`src/rtl/tx_delay_pulser.sv`:
```
// Per-channel TX beamformer: on start, waits the beam's LUT delay, then drives a
// bipolar burst of num_cycles periods, each half-phase lasting half_period clocks.
module tx_delay_pulser #(
  parameter int unsigned ADDR_WD  = 7,
  parameter int unsigned DELAY_WD = 12,
  parameter int unsigned HP_WD    = 8,
  parameter int unsigned CYC_WD   = 4
) (
  input  logic                clk,
  input  logic                rst_n,
  input  logic                tx_en,
  input  logic                start,
  input  logic [ADDR_WD-1:0]  beam_idx,
  input  logic [ADDR_WD-1:0]  lut_addr,
  input  logic [DELAY_WD-1:0] lut_din,
  input  logic                lut_we,
  input  logic [HP_WD-1:0]    half_period,
  input  logic [CYC_WD-1:0]   num_cycles,
  input  logic                apo_en,
  output logic                pulse_p,
  output logic                pulse_n,
  output logic                tx_busy,
  output logic                tx_done
);

  localparam int unsigned DEPTH = 1 << ADDR_WD;

  typedef enum logic [2:0] {
    StIdle,
    StLoad,
    StDelay,
    StPulseP,
    StPulseN,
    StDone
  } state_e;

  state_e              state_q, state_d;
  logic [ADDR_WD-1:0]  beam_q, beam_d;
  logic [HP_WD-1:0]    hp_q, hp_d;
  logic [CYC_WD-1:0]   cyc_q, cyc_d;
  logic                apo_q, apo_d;
  logic [DELAY_WD-1:0] dly_q, dly_d;
  logic [HP_WD-1:0]    hp_cnt_q, hp_cnt_d;
  logic                pulse_p_q, pulse_n_q;

  logic [DELAY_WD-1:0] mem [DEPTH];
  logic [DELAY_WD-1:0] rd_q;

  // Read-first: the LOAD-cycle read and a same-edge write both use NBAs, so the read sees old data.
  always_ff @(posedge clk) begin
    if (lut_we) begin
      mem[lut_addr] <= lut_din;
    end
    if (state_q == StLoad) begin
      rd_q <= mem[beam_q];
    end
  end

  always_comb begin
    state_d  = state_q;
    beam_d   = beam_q;
    hp_d     = hp_q;
    cyc_d    = cyc_q;
    apo_d    = apo_q;
    dly_d    = dly_q;
    hp_cnt_d = hp_cnt_q;

    unique case (state_q)
      StIdle: begin
        if (start && tx_en) begin
          state_d = StLoad;
          beam_d  = beam_idx;
          hp_d    = (half_period == '0) ? HP_WD'(1) : half_period;
          cyc_d   = num_cycles;
          apo_d   = apo_en;
        end
      end
      StLoad: begin
        state_d = StDelay;
        dly_d   = '0;
      end
      // Elapsed-count against the held LUT value: DELAY lasts D+1 cycles.
      StDelay: begin
        if (dly_q == rd_q) begin
          if (cyc_q != '0) begin
            state_d  = StPulseP;
            hp_cnt_d = hp_q - HP_WD'(1);
          end else begin
            state_d = StDone;
          end
        end else begin
          dly_d = dly_q + DELAY_WD'(1);
        end
      end
      StPulseP: begin
        if (hp_cnt_q == '0) begin
          state_d  = StPulseN;
          hp_cnt_d = hp_q - HP_WD'(1);
        end else begin
          hp_cnt_d = hp_cnt_q - HP_WD'(1);
        end
      end
      StPulseN: begin
        if (hp_cnt_q == '0) begin
          cyc_d = cyc_q - CYC_WD'(1);
          if (cyc_q == CYC_WD'(1)) begin
            state_d = StDone;
          end else begin
            state_d  = StPulseP;
            hp_cnt_d = hp_q - HP_WD'(1);
          end
        end else begin
          hp_cnt_d = hp_cnt_q - HP_WD'(1);
        end
      end
      StDone: begin
        state_d = StIdle;
      end
      default: begin
        state_d = StIdle;
      end
    endcase

    if (state_q != StIdle && !tx_en) begin
      state_d = StIdle;
    end
  end

  always_ff @(posedge clk or negedge rst_n) begin
    if (!rst_n) begin
      state_q   <= StIdle;
      beam_q    <= '0;
      hp_q      <= '0;
      cyc_q     <= '0;
      apo_q     <= 1'b0;
      dly_q     <= '0;
      hp_cnt_q  <= '0;
      pulse_p_q <= 1'b0;
      pulse_n_q <= 1'b0;
    end else begin
      state_q   <= state_d;
      beam_q    <= beam_d;
      hp_q      <= hp_d;
      cyc_q     <= cyc_d;
      apo_q     <= apo_d;
      dly_q     <= dly_d;
      hp_cnt_q  <= hp_cnt_d;
      // Drives follow the next state, so they change on the same edge as the state and never overlap.
      pulse_p_q <= (state_d == StPulseP) && apo_d;
      pulse_n_q <= (state_d == StPulseN) && apo_d;
    end
  end

  assign pulse_p = pulse_p_q;
  assign pulse_n = pulse_n_q;
  assign tx_busy = (state_q != StIdle);
  assign tx_done = (state_q == StDone);

endmodule

```
`config.mk`:
```
export PLATFORM = sky130hd
export DESIGN_NAME = tx_delay_pulser
export DESIGN_NICKNAME = d
export VERILOG_FILES = /design/src/rtl/tx_delay_pulser.sv
export SDC_FILE = /design/constraint.sdc
export NUM_CORES = 1
export LEC_CHECK = 0
export ABC_CLOCK_PERIOD_IN_PS = 4600
export CAP_MARGIN = 20
export CORE_MARGIN = 2
export CORE_UTILIZATION = 35
export CTS_CLUSTER_SIZE = 16
export DETAILED_ROUTE_END_ITERATION = 16
export GPL_TIMING_DRIVEN = 0
export RECOVER_POWER = 50
export SYNTH_ARGS = -nofsm -noshare
export SYNTH_HDL_FRONTEND = slang
export SYNTH_SLANG_ARGS = --single-unit
export TNS_END_PERCENT = 10
```
`constraint.sdc`:
```
create_clock -name clk -period 4.6 [get_ports clk]
set_input_delay 0.92 -clock clk [delete_from_list [all_inputs] [get_ports clk]]
set_output_delay 0.92 -clock clk [all_outputs]
set_load 0.02 [all_outputs]
```
==> results.md, run 1 <==
* F_max at about 220 MHz
* Clock buffer count from CTS at 159
* Syn Inst Count at 2632
* CTS Sinks at about 1600
* Post-route clock period utilization at 0.986
* Dpl cells at 5149
* Via-to-Cell Ratio at 5.40
* Type of the most critical hold path: in -> async
* Crit path kind: reg -> reg
* Die Height at 424 um
* ANT nets after route at 0
* CTS Root Buffer Type: clkbuf_16
* Synth cell count leaders: edfxtp_1, mux4_2, nor2_1
* Vias in the first global route at about 29000
* Crit Path Max Fanout at 10
* Final Skew at 26.8 ps
* Die footprint at 180000 sq um
* Failing checks: capacitance limit, slew limit
* Area growth, synth to finish at 16.3%
* Vias at 29470
* Critical path launch point type: flip-flop
* PwrDens at 581 nW/um^2
* R2R Path End: rd_q[1]
* Critical path origin: beam_q[2]
* Setup violators final at 0
* GPL Wtd Cong at around 0.87
* DRT Pass-1 Iters at 6
* First-pass GRT wire length at about 220000 um
* Synth warn at 0
* Setup TNS at 0 ps
* Sequential-to-total area share from yosys stat at 0.771
* Area fraction of the dominant cell type after synthesis at 0.753
* Avg Cell Area, Syn at roughly 23 sq um
* Syn Nets at 2682
* Register Area at 47600 sq um
* WP data required at 5100 ps
* Core ar. at roughly 180000 sq um
* Status: complete, but fails checks
* Worst-margin pin slew at between 3000 and 4000 ps
* R2r startpoint: beam_q[2]
* Hold Vio Cnt, Final at 0
* VDD IR max at 0.344 mV
* Number of max-cap violations at 22
* Initial antenna violation count at 21
* Cell Area, Synth at 61700 sq um
* H-tree Lvls at 4
* Largest net degree at the start of global routing at 101
* Reg2Reg Setup Slack at 60 ps
* Total Wirelength at 157000 um
* Share of flip-flops with an asynchronous set or reset at 0.0282
* Max-slew headroom at -1.20
* Initial Utilization at 0.351
* Hold_ws at 481 ps
* Post-CTS Resized at 0
* RSZ-0062 raised after global routing: no
* Synthesis-stage register bit count at 1593
* WL per Instance at about 29 um
* IO Port Bufs at 43
* Ys flop type: edfxtp_1
* Crit end category: flip-flop
* Clk_lat worst skew at 790 ps
* Clock transition at path regs at 60 ps
* Number of placement rows at 154
* Count leader, synth: edfxtp_1
* Area of the multi-input gates at around 14000 sq um
* CTS tree: yes
* Number of DRC markers in iteration 0 at 3823
* Arrival time worst endpoint at 5040 ps
* Synth cell types at 42
* Drt drc at 0
* Layout cells sized above 1 at 0.310
* R2R cell count at 7
* Hold-fix buffers, CTS at 0
* Nets@finish at ~3000
* Layout Cells excl Fill at 5460
* All-Layer GR Usage at 0.173
* Die W at 424 um
* Worst setup path endpoint: rd_q[1]
* Filler cell count at 15272
* IO Count at 48
* Synth top area cells: edfxtp_1, mux4_2, dfrtp_1, nor2_1, clkbuf_1
* Post-synth EDFFs at 1548
* Leak at 0.0223 uW
* Dpl hpwl at 109000 um
* Post-CTS setup buffers at 0
* Min cycle time layout at 4540 ps
* Dominant cell type by area after synthesis: edfxtp_1
* GRT Residual Overflow at 0
* Clk buf depth at 3
* Final Max Slew Viols at 1244
[routing by layer]
metal / share of wire / GRT usage / vias up
met3: 0.081 / 0.0301 / 260
li1: - / - / 11960
met2: 0.48 / 0.275 / 1353
met4: 0.034 / 0.0610 / 4
met5: 0.00021 / 0 / -
met1: 0.41 / 0.242 / 15893
[sequential cells by signal, indices dropped and copies added (netlist names)]
| signal | flops |
|---|---|
| mem | 1536 |
| dly_q | 12 |
| rd_q | 12 |
| hp_cnt_q | 8 |
| hp_q | 8 |
| beam_q | 7 |
| cyc_q | 4 |
| state_q | 3 |
| apo_q | 1 |
| pulse_n | 1 |
| pulse_p | 1 |
[critical path, cell delays in order, from the launching register on]
cell      delay [ps]
dfrtp_1          320
clkbuf_1         250
clkbuf_1         850
clkbuf_1         840
mux4_2           440
mux4_2           590
mux4_2           580
mux2_2           360
[power breakdown]
group / total (uW) / switching [uW] / internal [uW]
clock: 12700 / 5490 / 7250
sequential: 16400 / 152 / 16200
combinational: 12600 / 7030 / 5560
[final cells by class]
| type | instances | share of cell area |
|---|---|---|
| inverter | 9 | 0.000471 |
| clock inverter | 80 | 0.0105 |
| clock buffer | 208 | 0.0606 |
| buffer | 140 | 0.00816 |
| timing repair buffer | 196 | 0.0271 |
| sequential | 1593 | 0.663 |
| tap | 2340 | 0.0408 |
| antenna | 4 | 0.000139 |
| multi-input combinational | 890 | 0.189 |
[worst min path at each step]
stage | depth (start not counted) | start | slack [ps] | to
floorplan | 2 | apo_q | 460 | apo_q
global placement | 2 | apo_q | 500 | apo_q
detailed placement | 1 | hp_cnt_q[7] | 520 | hp_cnt_q[7]
CTS | 1 | rst_n | 130 | pulse_n
global route | 1 | hp_cnt_q[7] | 550 | hp_cnt_q[7]
finish | 1 | rst_n | 480 | pulse_n
[logic make-up after synthesis]
group           after synthesis  synth area share
flops                      1593             0.771
mux                         531             0.189
simple gates                267            0.0187
buf+inv                     149            0.0100
compound gates               58           0.00610
xor+xnor                     28           0.00397
fa+ha+maj                     6           0.00122
[placed cells by master, fill, tap and decap left out, types with 8 or more instances in the layout]
cell,instances
mux2_2,26
nand2_1,32
edfxtp_1,1548
clkdlybuf4s50_1,29
nor2_1,154
buf_4,63
buf_8,16
inv_1,9
o21ai_0,15
buf_1,13
buf_6,59
clkbuf_16,165
a21oi_1,15
nor3_2,9
clkbuf_1,136
nor2b_1,9
nand3_1,14
mux4_2,504
dfrtp_1,45
clkinv_2,22
clkinv_1,29
nor2_2,8
buf_2,42
bufinv_16,10
xor2_1,25
[stage by stage]
| stage | utilization | instance area (sq um) | total power [uW] | setup WS (ps) |
|---|---|---|---|---|
| finish | 0.409 | 71800 | 41700 | 62.2 |
| global route | 0.409 | 71800 | 42900 | 97.1 |
| CTS | 0.409 | 71800 | 41900 | 32.4 |
| detailed placement | 0.380 | 66700 | 29200 | 63.6 |
| global placement | 0.370 | 65100 | 29100 | -1730 |
| floorplan | - | 61700 | 24200 | 1670 |
Note: power is estimated with default switching activity, not from simulation.
==> inputs of run 2 (changes only) <==
- CAP_MARGIN: 20 -> not set
- CORE_MARGIN: 2 -> 4
- CORE_UTILIZATION: 35 -> 52
- PLACE_DENSITY: not set -> 0.68
==> run 2 against run 1 <==
Net effect: the run ends with capacitance limit, slew limit, setup timing left; non-clock buffer count is 129 lower; critical path depth stayed put; sequential cell count stayed put; worst setup slack worse by 110 ps; count of clock-buffer cells in the layout is 15 lower; sequential share of layout area is 2.3 points higher; global-route usage is 7.0 points higher; first-iteration DRC count is 9.3% higher; via count is 0.98% lower; final cell count is 17% lower; maximum frequency is 2.3% lower; worst hold slack worse by 150 ps.
==> results.md, run 2 (synthesis results as in run 1) <==
* Status: complete, but fails checks
* Failing checks: capacitance limit, slew limit, setup timing
* Initial Utilization at 0.524
* Filler cell count at 8114
* GRT Residual Overflow at 0
* Setup ws final at -43.0 ps
* Dpl cells at 4233
* Arrival time worst endpoint at approximately 5200 ps
* Setup violators final at 6
* Most common cell after layout, fill and taps aside: edfxtp_1
* First-pass GRT wire length at 216000 um
* Area growth, synth to finish at 12.4%
* Crit end category: flip-flop
* Total Wirelength at roughly 150000 um
* Worst-margin pin slew at 2900 ps
* Via-to-Cell Ratio at around 6.5
* Core ar. at 118000 sq um
* Leak at 0.0215 uW
* Critical Path, Cell by Cell: clkbuf_1 > clkbuf_1 > clkbuf_1 > mux4_2 > mux4_2 > mux4_2 > mux2_2
* Number of placement rows at 126
* Nets@finish at approximately 2900
* Final Skew at about 30 ps
* Type of the most critical hold path: in -> async
* Max-slew headroom at -0.933
* VDD IR max at 0.421 mV
* DP Area at 64500 sq um
* Number of max-cap violations at 25
* WP buf/inv at 3
* Dpl hpwl at 100000 um
* WP data required at 5110 ps
* Number of DRC markers in iteration 0 at about 4200
* Clock transition at path regs at 60 ps
* Die Height at approximately 350 um
* Min cycle time layout at 4640 ps
* Layout Cells excl Fill at 4523
* Crit Path Max Fanout at 10
* Seq pwr share at 0.396
* Clock buffer count from CTS at 158
* Die footprint at 124000 sq um
* WL per Instance at between 30 and 40 um
* H-tree Lvls at 4
* Layout cells sized above 1 at 0.279
* Post-CTS Resized at 2
* Hold-fix buffers, CTS at 0
* Setup slack after placement at -264 ps
* Largest regs: mem: 1536 flops, dly_q: 12 flops, rd_q: 12 flops
* Delay-heaviest family, CP: buffers and inverters
* Critical path launch point type: flip-flop
* Top reg by flops: mem
* Final Max Slew Viols at roughly 1400
* Most frequent cells in the layout: edfxtp_1, mux4_2, nor2_1, clkbuf_16, clkbuf_1
* Crit path kind: reg -> reg
* CTS tree: yes
* Largest net degree at the start of global routing at 93
* Sw frac at 0.301
* Clk_lat worst skew at 770 ps
* Combinational power share at 0.296
* Post-route clock period utilization at 1.01
* All-Layer GR Usage at 0.243
* Post-route cell area at around 70000 sq um
* DRT Pass-1 Iters at 8
* Initial antenna violation count at 12
* PwrDens at 597 nW/um^2
* IO Port Bufs at 43
* CTS Sinks at 1593
* Max reg flops at 1536
* Post-CTS setup buffers at 0
* Drt drc at 0
* Hold_ws at approximately 330 ps
* Slowest CP cell: clkbuf_1
* ANT nets after route at 0
* IO Count at 48
* GPL Wtd Cong at 0.871
* CP peak stage delay at ~850 ps
* Internal power at 28900 uW
* Vias at a little under 30000
* Vias in the first global route at 29602
* Psw at 12500 uW
* RSZ-0062 raised after global routing: yes
* Util after Layout at 0.589
* Clk buf depth at 3
* Clock share of power at 0.308
* CTS Root Buffer Type: clkbuf_16
* F_max at 215 MHz
* Die W at 353 um
* Hold Vio Cnt, Final at 0
[run 2: cell types whose count changed in the layout (fill, tap and decap cells not counted), sizes merged]
cell | before | now
buf | 200 | 67
bufinv | 10 | 15
clkbuf | 314 | 303
clkinv | 58 | 65
clkinvlp | 6 | 5
diode | 4 | 2
inv | 15 | 17
[run 2: power groups by stage]
stage	sequential [uW]	clock (uW)	combinational [uW]
finish	16400	12700	12300
global route	16400	13600	12700
CTS	16400	12900	12300
detailed placement	16700	0	12300
global placement	16700	0	12000
floorplan	16600	0	7590
[run 2: cell type report]
| class | instances | area (sq um) | area share |
|---|---|---|---|
| multi-input cells | 890 | 13600 | 0.195 |
| well taps | 1536 | 1920 | 0.0277 |
| flip-flops and latches | 1593 | 47600 | 0.686 |
| clock inverters | 93 | 1030 | 0.0148 |
| repair buffers | 67 | 541 | 0.00779 |
| clock buffers | 193 | 4120 | 0.0593 |
| diodes | 2 | 5.00 | 0.0000721 |
| inverters | 9 | 33.8 | 0.000487 |
| plain buffers | 140 | 588 | 0.00847 |
[run 2: layer usage]
layer  GRT usage  vias up  wire, um
met5     0.00731        -       184
met1       0.338    15677     56100
met4      0.0668       13      4220
met2       0.388     1564     73200
li1            -    11670         -
met3      0.0645      256     15600
[run 2: final timing paths]
kind,from,endpoint,slack [ps],cells past startpoint
min in group clk,cyc_q[1],cyc_q[1],520,2
max in group asynchronous,rst_n,beam_q[6],2150,2
worst min register to register,cyc_q[1],cyc_q[1],520,2
worst max register to register,beam_q[2],rd_q[8],-40,7
worst max-delay path,beam_q[2],rd_q[8],-40,7
worst min-delay path,rst_n,hp_cnt_q[2],330,1
[run 2: per-stage QoR]
step,TNS (ps),total power [uW]
6_report,-112,41400
5_1_grt,-220,42700
4_1_cts,0,41600
3_5_place_dp,-2150,29000
3_3_place_gp,-1284880,28800
2_1_floorplan,0,24200
[run 2: worst reg2reg max path, stage by stage (launching register included)]
cell and delay (ps):
dfrtp_1 340, clkbuf_1 410, clkbuf_1 850, clkbuf_1 820
mux4_2 440, mux4_2 570, mux4_2 620, mux2_2 340
